**config.mk**
```make
export PLATFORM = sky130hd
export DESIGN_NAME = uart_line_monitor
export DESIGN_NICKNAME = d
export VERILOG_FILES = /design/src/rtl/uart_line_monitor.sv
export SDC_FILE = /design/constraint.sdc
export NUM_CORES = 1
export LEC_CHECK = 0
export CORE_ASPECT_RATIO = 2
export CORE_MARGIN = 8
export CORE_UTILIZATION = 50
export CTS_BUF_LIST = sky130_fd_sc_hd__clkbuf_4 sky130_fd_sc_hd__clkbuf_8 sky130_fd_sc_hd__clkbuf_16
export DETAILED_ROUTE_END_ITERATION = 12
export PLACE_DENSITY = 0.74
export SLEW_MARGIN = 20
export SYNTH_ARGS = -nofsm -noshare
export SYNTH_HDL_FRONTEND = slang
export SYNTH_SLANG_ARGS = --single-unit
export TNS_END_PERCENT = 50
```
**constraint.sdc**
```tcl
create_clock -name clk_i -period 16.7 [get_ports clk_i]
set_input_delay 2.505 -clock clk_i [delete_from_list [all_inputs] [get_ports clk_i]]
set_output_delay 2.505 -clock clk_i [all_outputs]
set_load 0.01 [all_outputs]
```
**src/rtl/uart_line_monitor.sv**
```systemverilog
// uart_line_monitor: UART receiver feeding a line-oriented classifier and an
// output FIFO. The receiver synchronises rxd_i, finds the start bit, samples
// each bit at mid-bit and checks the stop bit. Each good byte then goes to the
// classifier, which handles ESC sequences and CR/LF and sets the line-end flag.
// The byte is then pushed into a ready/valid FIFO.
// Optional feature: define UART_MON_PARITY_EN to receive one even-parity bit
// after the data bits; otherwise parity_err_o is tied low.
module uart_line_monitor #(
    parameter int CLKS_PER_BIT = 434,
    parameter int DATA_BITS    = 8,
    parameter int FIFO_DEPTH   = 128,
    parameter int MAX_LINE     = 128
) (
    input  logic                 clk_i,
    input  logic                 rst_i,
    input  logic                 rxd_i,
    output logic                 out_valid_o,
    input  logic                 out_ready_i,
    output logic [DATA_BITS-1:0] out_data_o,
    output logic                 out_last_o,
    output logic                 end_o,
    output logic                 frame_err_o,
    output logic                 parity_err_o,
    output logic                 overflow_o
);

    localparam int CW = $clog2(CLKS_PER_BIT);
    localparam int BW = $clog2(DATA_BITS);
    localparam int AW = $clog2(FIFO_DEPTH);
    localparam int LW = $clog2(MAX_LINE + 1);

    localparam logic [CW-1:0] HALF_BIT = CW'(CLKS_PER_BIT / 2 - 1);
    localparam logic [CW-1:0] FULL_BIT = CW'(CLKS_PER_BIT - 1);
    localparam logic [BW-1:0] LAST_BIT = BW'(DATA_BITS - 1);

    typedef enum logic [2:0] {
        S_IDLE, S_START, S_DATA, S_PARITY, S_STOP, S_WAIT_HIGH
    } state_t;

    state_t                state_q, state_d;
    logic [1:0]            sync_q, sync_d;
    logic [1:0]            sync_vld_q, sync_vld_d;
    logic                  armed_q, armed_d;
    logic [CW-1:0]         cnt_q, cnt_d;
    logic [BW-1:0]         bit_q, bit_d;
    logic [DATA_BITS-1:0]  shift_q, shift_d;
    logic                  rx_valid_q, rx_valid_d;
    logic                  esc_q, esc_d;
    logic [LW-1:0]         line_q, line_d;
    logic                  end_q, end_d;
    logic                  frame_err_q, frame_err_d;
    logic                  overflow_q, overflow_d;
    logic [AW-1:0]         wr_ptr_q, wr_ptr_d, rd_ptr_q, rd_ptr_d;
    logic [AW:0]           count_q, count_d;
    logic [DATA_BITS:0]    mem_q [FIFO_DEPTH];

    logic                  rxd_s, tick, byte_done;
    logic                  push, push_last, pop, full, wr_en;
    logic [7:0]            byte8;

    assign rxd_s = sync_q[1];
    assign tick  = (cnt_q == '0);

    // State and datapath registers with synchronous reset
    always_ff @(posedge clk_i) begin
        // NOTE: sequential state uses non-blocking assignments so every flop
        // samples the pre-edge value of every other flop.
        if (rst_i) begin
            state_q     <= S_IDLE;
            sync_q      <= 2'b11;
            sync_vld_q  <= 2'b00;
            armed_q     <= 1'b0;
            cnt_q       <= '0;
            bit_q       <= '0;
            shift_q     <= '0;
            rx_valid_q  <= 1'b0;
            esc_q       <= 1'b0;
            line_q      <= '0;
            end_q       <= 1'b0;
            frame_err_q <= 1'b0;
            overflow_q  <= 1'b0;
            wr_ptr_q    <= '0;
            rd_ptr_q    <= '0;
            count_q     <= '0;
        end else begin
            state_q     <= state_d;
            sync_q      <= sync_d;
            sync_vld_q  <= sync_vld_d;
            armed_q     <= armed_d;
            cnt_q       <= cnt_d;
            bit_q       <= bit_d;
            shift_q     <= shift_d;
            rx_valid_q  <= rx_valid_d;
            esc_q       <= esc_d;
            line_q      <= line_d;
            end_q       <= end_d;
            frame_err_q <= frame_err_d;
            overflow_q  <= overflow_d;
            wr_ptr_q    <= wr_ptr_d;
            rd_ptr_q    <= rd_ptr_d;
            count_q     <= count_d;
        end
    end

    // Synchroniser; after reset, a start bit is accepted only once the real line has been seen high
    always_comb begin
        sync_d     = {sync_q[0], rxd_i};
        sync_vld_d = {sync_vld_q[0], 1'b1};
        armed_d    = armed_q | (sync_vld_q[1] & rxd_s);
    end

    // RX FSM next state, bit timer, bit index and shift register
    always_comb begin
        // NOTE: defaults first so every path assigns every output (no latches).
        state_d = state_q;
        cnt_d   = cnt_q;
        bit_d   = bit_q;
        shift_d = shift_q;
        if (state_q != S_IDLE && state_q != S_WAIT_HIGH && !tick)
            cnt_d = cnt_q - CW'(1);
        case (state_q)
            S_IDLE: if (armed_q && !rxd_s) begin
                state_d = S_START;
                cnt_d   = HALF_BIT;
            end
            S_START: if (tick) begin
                state_d = rxd_s ? S_IDLE : S_DATA;
                cnt_d   = FULL_BIT;
                bit_d   = '0;
            end
            S_DATA: if (tick) begin
                shift_d = {rxd_s, shift_q[DATA_BITS-1:1]};
                cnt_d   = FULL_BIT;
                bit_d   = bit_q + BW'(1);
                if (bit_q == LAST_BIT) begin
`ifdef UART_MON_PARITY_EN
                    state_d = S_PARITY;
`else
                    state_d = S_STOP;
`endif
                end
            end
`ifdef UART_MON_PARITY_EN
            S_PARITY: if (tick) begin
                cnt_d   = FULL_BIT;
                state_d = (rxd_s == ^shift_q) ? S_STOP : S_WAIT_HIGH;
            end
`else
            S_PARITY: state_d = S_IDLE;
`endif
            S_STOP: if (tick) state_d = rxd_s ? S_IDLE : S_WAIT_HIGH;
            S_WAIT_HIGH: if (rxd_s) state_d = S_IDLE;
            default: state_d = S_IDLE;
        endcase
    end

    // RX FSM outputs: good-byte strobe and error pulses
    always_comb begin
        byte_done   = (state_q == S_STOP) && tick && rxd_s;
        frame_err_d = (state_q == S_STOP) && tick && !rxd_s;
        rx_valid_d  = byte_done;
    end

`ifdef UART_MON_PARITY_EN
    logic parity_err_q;

    // Parity error pulse register
    always_ff @(posedge clk_i) begin
        if (rst_i) parity_err_q <= 1'b0;
        else       parity_err_q <= (state_q == S_PARITY) && tick && (rxd_s != ^shift_q);
    end
    assign parity_err_o = parity_err_q;
`else
    assign parity_err_o = 1'b0;
`endif

    // Classifier: ESC sequences, CR discard, LF and max-length line ends
    always_comb begin
        byte8     = 8'(shift_q);
        push      = 1'b0;
        push_last = 1'b0;
        esc_d     = esc_q;
        line_d    = line_q;
        end_d     = 1'b0;
        if (rx_valid_q) begin
            if (esc_q) begin
                esc_d = 1'b0;
                end_d = (byte8 == 8'h04);
            end else if (byte8 == 8'h1B) begin
                esc_d = 1'b1;
            end else if (byte8 == 8'h0A) begin
                push      = 1'b1;
                push_last = 1'b1;
                line_d    = '0;
            end else if (byte8 != 8'h0D) begin
                push = 1'b1;
                if (line_q == LW'(MAX_LINE - 1)) begin
                    push_last = 1'b1;
                    line_d    = '0;
                end else begin
                    line_d = line_q + LW'(1);
                end
            end
        end
    end

    // FIFO control: a pop frees room for a push in the same cycle
    always_comb begin
        pop        = out_valid_o && out_ready_i;
        full       = (count_q == (AW+1)'(FIFO_DEPTH));
        wr_en      = push && (!full || pop);
        overflow_d = overflow_q | (push && !wr_en);
        wr_ptr_d   = wr_en ? wr_ptr_q + AW'(1) : wr_ptr_q;
        rd_ptr_d   = pop ? rd_ptr_q + AW'(1) : rd_ptr_q;
        count_d    = count_q;
        if (wr_en && !pop)      count_d = count_q + (AW+1)'(1);
        else if (!wr_en && pop) count_d = count_q - (AW+1)'(1);
    end

    // FIFO storage
    always_ff @(posedge clk_i) begin
        // NOTE: storage is not reset; validity comes from count_q alone.
        if (wr_en) mem_q[wr_ptr_q] <= {push_last, shift_q};
    end

    assign out_valid_o = (count_q != '0);
    assign out_data_o  = out_valid_o ? mem_q[rd_ptr_q][DATA_BITS-1:0] : '0;
    assign out_last_o  = out_valid_o ? mem_q[rd_ptr_q][DATA_BITS] : 1'b0;
    assign end_o       = end_q;
    assign frame_err_o = frame_err_q;
    assign overflow_o  = overflow_q;

endmodule

```
==> impl_metrics.json, run 1 <==
{
  "status": "complete, no violations",
  "clock_sinks": 1222,
  "synth_area_mm2": 0.0478,
  "synth_top_area_share_pct": 72.4,
  "start_util_pct": 50.3,
  "hp-start": "sync_q[0]$_SDFF_PP1_",
  "io_buffers": 16,
  "antenna_cells": 0,
  "post-cts-setup-buffers": 0,
  "p_leak_nw": 15.7,
  "antenna_found_initial": 0,
  "crit_slowest_cell": "buf_4",
  "critPathMaxFanout": 97,
  "cp_cell_sequence": "buf_12 > buf_4 > mux4_2 > nand3_1 > nand4_1 > nor2_1 > a31oi_1 > or4_1 > clkdlybuf4s50_1",
  "dieArea_mm2": 0.106,
  "dominantRegCellSynth": "edfxtp_1",
  "crit_buf_inv": 3,
  "synth-async-reset-ratio_pct": 0,
  "multi_input_area_mm2": 0.0110,
  "required_ps": 14200,
  "endpoint_kind": "primary output",
  "grt_max_degree": 142,
  "drive_gt1_share_pct": 18.7,
  "reg2reg_setup_slack_ps": 11980,
  "ctsResizeCount": 0,
  "nets": 2551,
  "synthCells": 2520,
  "cts-htree-levels": 3,
  "gp_congestion": 0.876,
  "drc": 0,
  "synth-edff-count": 1152,
  "rsz0062_at_grt": "no",
  "dp_hpwl_um": 72900,
  "cts_buffer_depth": 3,
  "first_global_vias": 25400,
  "cts_made_buffers": 97,
  "first_iter_violations": 2663,
  "finalPower_mw": 6.69,
  "synth.avg_cell_area_um2": 18.9,
  "relSlewSlack_pct": 19.7,
  "finalSetupTns_ps": 0,
  "fmax_ghz": 0.125,
  "final_antenna_net_count": 0,
  "slew_violations": 0,
  "finClkSkew_ps": 28.5,
  "fillers": 6950,
  "crit_type": "reg2out",
  "hold_viol": 0,
  "die_h_um": 453,
  "power.density_mw_per_mm2": 127,
  "holdBufCountCts": 0,
  "vias_per_cell": 6.39,
  "ys_seq_area_share_pct": 75.4,
  "setup_viol": 0,
  "rows": 160,
  "crit_cells": 9,
  "hp-class": "reg2reg",
  "start_kind": "flop",
  "drt-total-wl_um": 115000,
  "synth_cell_types": 58,
  "core_mm2": 0.0949,
  "cts_tree": "built",
  "cts-root-buf": "clkbuf_16",
  "rr_startpoint": "byte8[2]$_SDFFE_PP0P_",
  "post-route-period-util_pct": 47.8,
  "ios": 18,
  "register_area_mm2": 0.0360,
  "ys_seq_elements": 1222,
  "max-vdd-ir-drop_mv": 0.0854,
  "dp_slack_ps": 9370,
  "arrival_ps": 5470,
  "worst_path_largest_cell_delay_ps": 840,
  "grt_overflow": 0,
  "wire_per_inst_um": 30.0,
  "synth_area_leader_cell": "edfxtp_1",
  "grt_pass1_wl_um": 168000,
  "fin_crit_ps": 7970,
  "maxCapViolations": 0,
  "area_growth_pct": 9.94,
  "firstDrtPassIters": 7,
  "worst_slew_pin_slew_ps": 1200,
  "clock_latency_ps": 680,
  "reg2reg_to": "mem_q[127][4]$_DFFE_PP_",
  "reg2reg_depth": 5,
  "ys_warn_count": 0,
  "synth_commonest_cells": "edfxtp_1, mux4_2, nor2_1",
  "syn_nets": 2540,
  "setup_slack_ps": 8730,
  "path_delay_family": "buffers and inverters",
  "grt_use_total_pct": 21.8,
  "clk_pin_slew_ps": 70,
  "die_w_um": 235,
  "synth.most_common_cell": "edfxtp_1",
  "crit_end": "out_data_o[1]",
  "synth.area.top_cells": "edfxtp_1, mux4_2, dfxtp_1",
  "routed-via-count": 24400
}
==> power breakdown <==
| group | total (mW) | internal, mW | switching, mW |
|---|---|---|---|
| registers | 3.34 | 3.31 | 0.0367 |
| logic | 0.916 | 0.445 | 0.471 |
| clock network | 2.43 | 1.37 | 1.06 |
| total | 6.69 | 5.12 | 1.57 |
==> routing by layer <==
layer | share of wire (%) | track usage (%) | up-vias
li1 | - | - | 10200
met1 | 32 | 23.1 | 12700
met2 | 54 | 38.8 | 1140
met3 | 6.1 | 3.47 | 369
met4 | 8.3 | 15.5 | 0
met5 | 0 | 0 | -
==> layout make-up <==
type,instances,share of cell area [%]
multi-input combinational,1141,21.0
clock inverter,59,1.27
clock buffer,121,5.13
timing repair buffer,59,0.958
tap,1215,2.90
inverter,10,0.0715
sequential,1222,68.6
==> flip-flops by register name, indices dropped and copies added (netlist names), 2 cells and up, named ones only <==
| name | count |
|---|---|
| mem_q | 1152 |
| sync_q | 2 |
| byte8 | 8 |
| line_q | 8 |
| rd_ptr_q | 7 |
| sync_vld_q | 2 |
| bit_q | 3 |
| count_q | 8 |
| cnt_q | 9 |
| wr_ptr_q | 7 |
| state_q | 3 |
==> worst register-to-register path: stages (launching register included) <==
cell,delay (ps)
dfxtp_4,760
nand3b_1,210
o21ai_0,140
a211oi_2,870
nand4_2,1070
nor2_1,1290
==> metrics by stage <==
step / hold slack (ps) / cell area (um^2) / cells / util, %
floorplan: 389 / 47800 / 2520 / -
global placement: 408 / 49100 / 3647 / 51.8
detailed placement: 407 / 49100 / 3647 / 51.8
CTS: 424 / 52500 / 3827 / 55.3
global route: 430 / 52500 / 3827 / 55.3
finish: 417 / 52500 / 3827 / 55.3
==> placed cells by master, fill, tap and decap left out, types with 6 or more instances in the layout <==
master,n
edfxtp_1,1152
mux4_2,238
nor2_1,186
nand3_1,133
mux2i_1,102
clkbuf_16,100
a22oi_1,99
nand2_1,61
dfxtp_1,59
nand4_1,50
a21oi_1,43
buf_4,41
nor2b_1,29
clkinv_2,20
xor2_1,19
nor3_1,18
clkbuf_4,16
a31oi_1,15
ha_1,15
clkdlybuf4s50_1,15
clkinv_1,14
bufinv_16,14
xnor2_1,13
or4_1,10
inv_1,10
a41oi_1,10
dfxtp_4,10
nor2_2,8
o21ai_0,7
mux2_2,7
nand2b_1,6
nand3b_1,6
and2_1,6
a211oi_1,6
clkinvlp_4,6
==> cells by family after synthesis <==
logic type,Yosys count,share of synthesized area (%)
AO/OA/AOI/OAI,192,2.76
XOR/XNOR,32,0.587
adder cells (fa/ha/maj),16,0.435
buffers and inverters,157,1.63
flip-flops,1222,75.4
multiplexers,347,13.5
other,1,0.00785
AND/OR/NAND/NOR,553,5.68
==> worst min path at each step <==
stage                           end  slack, ps  depth (start not counted)
2_1_floorplan  sync_q[1]$_SDFF_PP1_        390                          1
3_3_place_gp   sync_q[1]$_SDFF_PP1_        410                          1
3_5_place_dp   sync_q[1]$_SDFF_PP1_        410                          1
4_1_cts        sync_q[1]$_SDFF_PP1_        420                          1
5_1_grt        sync_q[1]$_SDFF_PP1_        430                          1
6_report       sync_q[1]$_SDFF_PP1_        420                          1
Note: power is estimated with default switching activity, not from simulation.
==> run 2, diff against run 1 <==
==> constraint.sdc (replaced) <==
create_clock -name clk_i -period 8.3 [get_ports clk_i]
set_input_delay 1.245 -clock clk_i [delete_from_list [all_inputs] [get_ports clk_i]]
set_output_delay 1.245 -clock clk_i [all_outputs]
set_load 0.01 [all_outputs]
==> impl_metrics.json, run 2 (same netlist as run 1, synthesis figures left out) <==
{
  "rows": 160,
  "drive_gt1_share_pct": 18.5,
  "setup_viol": 0,
  "first_global_vias": 25500,
  "endpoint_kind": "primary output",
  "cts-root-buf": "clkbuf_16",
  "switching_share_pct": 23.6,
  "grt_use_met2_pct": 38.3,
  "fillers": 6980,
  "postLayoutCellArea_mm2": 0.0525,
  "drt-total-wl_um": 112000,
  "clock_sinks": 1222,
  "first_iter_violations": 2493,
  "cp_cell_sequence": "buf_12 > mux4_2 > nand3_1 > nand4_1 > nor2_1 > a31oi_1 > or4_1 > clkdlybuf4s50_1",
  "area_growth_pct": 10.0,
  "holdBufCountCts": 0,
  "gp_congestion": 0.898,
  "fin_crit_ps": 6120,
  "start_kind": "flop",
  "grt_util_met3_pct": 3.25,
  "place_area_mm2": 0.0492,
  "ctsResizeCount": 0,
  "maxCapViolations": 0,
  "largest_reg_flops": 1152,
  "dp_slack_ps": 2950,
  "p_leak_nw": 15.7,
  "wire_per_inst_um": 29.3,
  "intPower_mw": 10.3,
  "p_clk_share_pct": 36.2,
  "antenna_found_initial": 0,
  "hp-class": "reg2reg",
  "die_w_um": 235,
  "routed-via-count": 24100,
  "arrival_ps": 4880,
  "dp_hpwl_um": 70900,
  "finalPower_mw": 13.5,
  "ios": 18,
  "hold_viol": 0,
  "grt.busiest_layer": "met2",
  "setup_slack_ps": 2180,
  "crit_type": "reg2out",
  "post-cts-setup-buffers": 0,
  "cts_buffer_depth": 3,
  "power_frac_seq_pct": 50.2,
  "worst_path_largest_cell_delay_ps": 1010,
  "worst_slew_pin_slew_ps": 1160,
  "status": "complete, no violations",
  "grt_max_degree": 106,
  "crit_buf_inv": 2,
  "firstDrtPassIters": 6,
  "critPathMaxFanout": 84,
  "cts-htree-levels": 3,
  "layout_commonest_cell": "edfxtp_1",
  "grt_overflow": 0,
  "vias_per_cell": 6.30,
  "slew_violations": 0,
  "rsz0062_at_grt": "no",
  "mostFrequentLayoutCells": "edfxtp_1, mux4_2, nor2_1",
  "top_regs": "mem_q: 1152 flops, cnt_q: 9 flops",
  "regMostFlops": "mem_q",
  "fmax_ghz": 0.163,
  "die_h_um": 453,
  "power.density_mw_per_mm2": 256,
  "grt_use_total_pct": 21.4,
  "post-route-period-util_pct": 73.8,
  "final_antenna_net_count": 0,
  "switching_power_mw": 3.17,
  "io_buffers": 16,
  "cts_made_buffers": 98,
  "finClkSkew_ps": 21.4,
  "core_mm2": 0.0949,
  "dieArea_mm2": 0.106,
  "cts_tree": "built",
  "relSlewSlack_pct": 22.8,
  "clock_latency_ps": 710,
  "crit_slowest_cell": "dfxtp_4",
  "path_delay_family": "simple AND/OR/NAND/NOR gates",
  "met1_usage_pct": 22.8,
  "max-vdd-ir-drop_mv": 0.175,
  "grt_pass1_wl_um": 167000,
  "start_util_pct": 50.3,
  "required_ps": 7050,
  "combPwrFrac_pct": 13.6,
  "finalSetupTns_ps": 0,
  "drc": 0,
  "nets": 2552,
  "clk_pin_slew_ps": 70
}
run 2: cell types whose count changed in the layout (fill, tap and decap cells not counted), sizes merged:
cell	change
clkinv	-7
clkinvlp	-2
clkbuf	+4
diode	+1
inv	+6
bufinv	-1
run 2: power groups by stage:
stage / clock network (mW) / registers [mW] / logic [mW]
after floorplan: 0 / 6.80 / 1.45
after global placement: 0 / 6.89 / 1.81
after detailed placement: 0 / 6.89 / 1.84
after CTS: 4.92 / 6.75 / 1.85
after global routing: 5.14 / 6.76 / 1.93
final: 4.88 / 6.75 / 1.83
run 2: cell type report:
| cell class | instances | area (um^2) | share of cell area, % |
|---|---|---|---|
| diodes | 1 | 2.50 | 0.00476 |
| clock buffers | 125 | 2710 | 5.16 |
| clock inverters | 55 | 639 | 1.22 |
| inverters | 10 | 37.5 | 0.0715 |
| multi-input cells | 1141 | 11000 | 21.0 |
| flip-flops and latches | 1222 | 36000 | 68.6 |
| well taps | 1215 | 1520 | 2.89 |
| repair buffers | 59 | 557 | 1.06 |
run 2: through the flow:
| step | utilization, % | hold WS, ps | instances |
|---|---|---|---|
| global placement | 51.8 | 405 | 3647 |
| CTS | 55.4 | 422 | 3827 |
| floorplan | - | 389 | 2520 |
| detailed placement | 51.8 | 418 | 3647 |
| global route | 55.4 | 425 | 3827 |
| finish | 55.4 | 415 | 3828 |
run 2: final timing paths:
path                         startpoint                     to  slack (ps)  cells after the start
hold / removal     sync_q[0]$_SDFF_PP1_   sync_q[1]$_SDFF_PP1_         410                      1
setup reg to reg  byte8[1]$_SDFFE_PP0P_  mem_q[3][5]$_DFFE_PP_        2930                      7
setup / recovery                   flop          out_data_o[4]        2180                      8
hold reg to reg    sync_q[0]$_SDFF_PP1_   sync_q[1]$_SDFF_PP1_         410                      1
run 2: worst register-to-register path: stages (launching register included):
cell      delay [ps]
dfxtp_4          760
buf_4            740
nand2b_1         220
o21ai_0          150
a211oi_2         840
nor2b_1          390
nand3_2          770
nor2_1          1110
run 2: per-layer routing:
layer	part of all wire (%)	wire (um)
met5	0	0
met4	8.1	9070
met3	6.3	7040
met2	54	60000
met1	32	36000
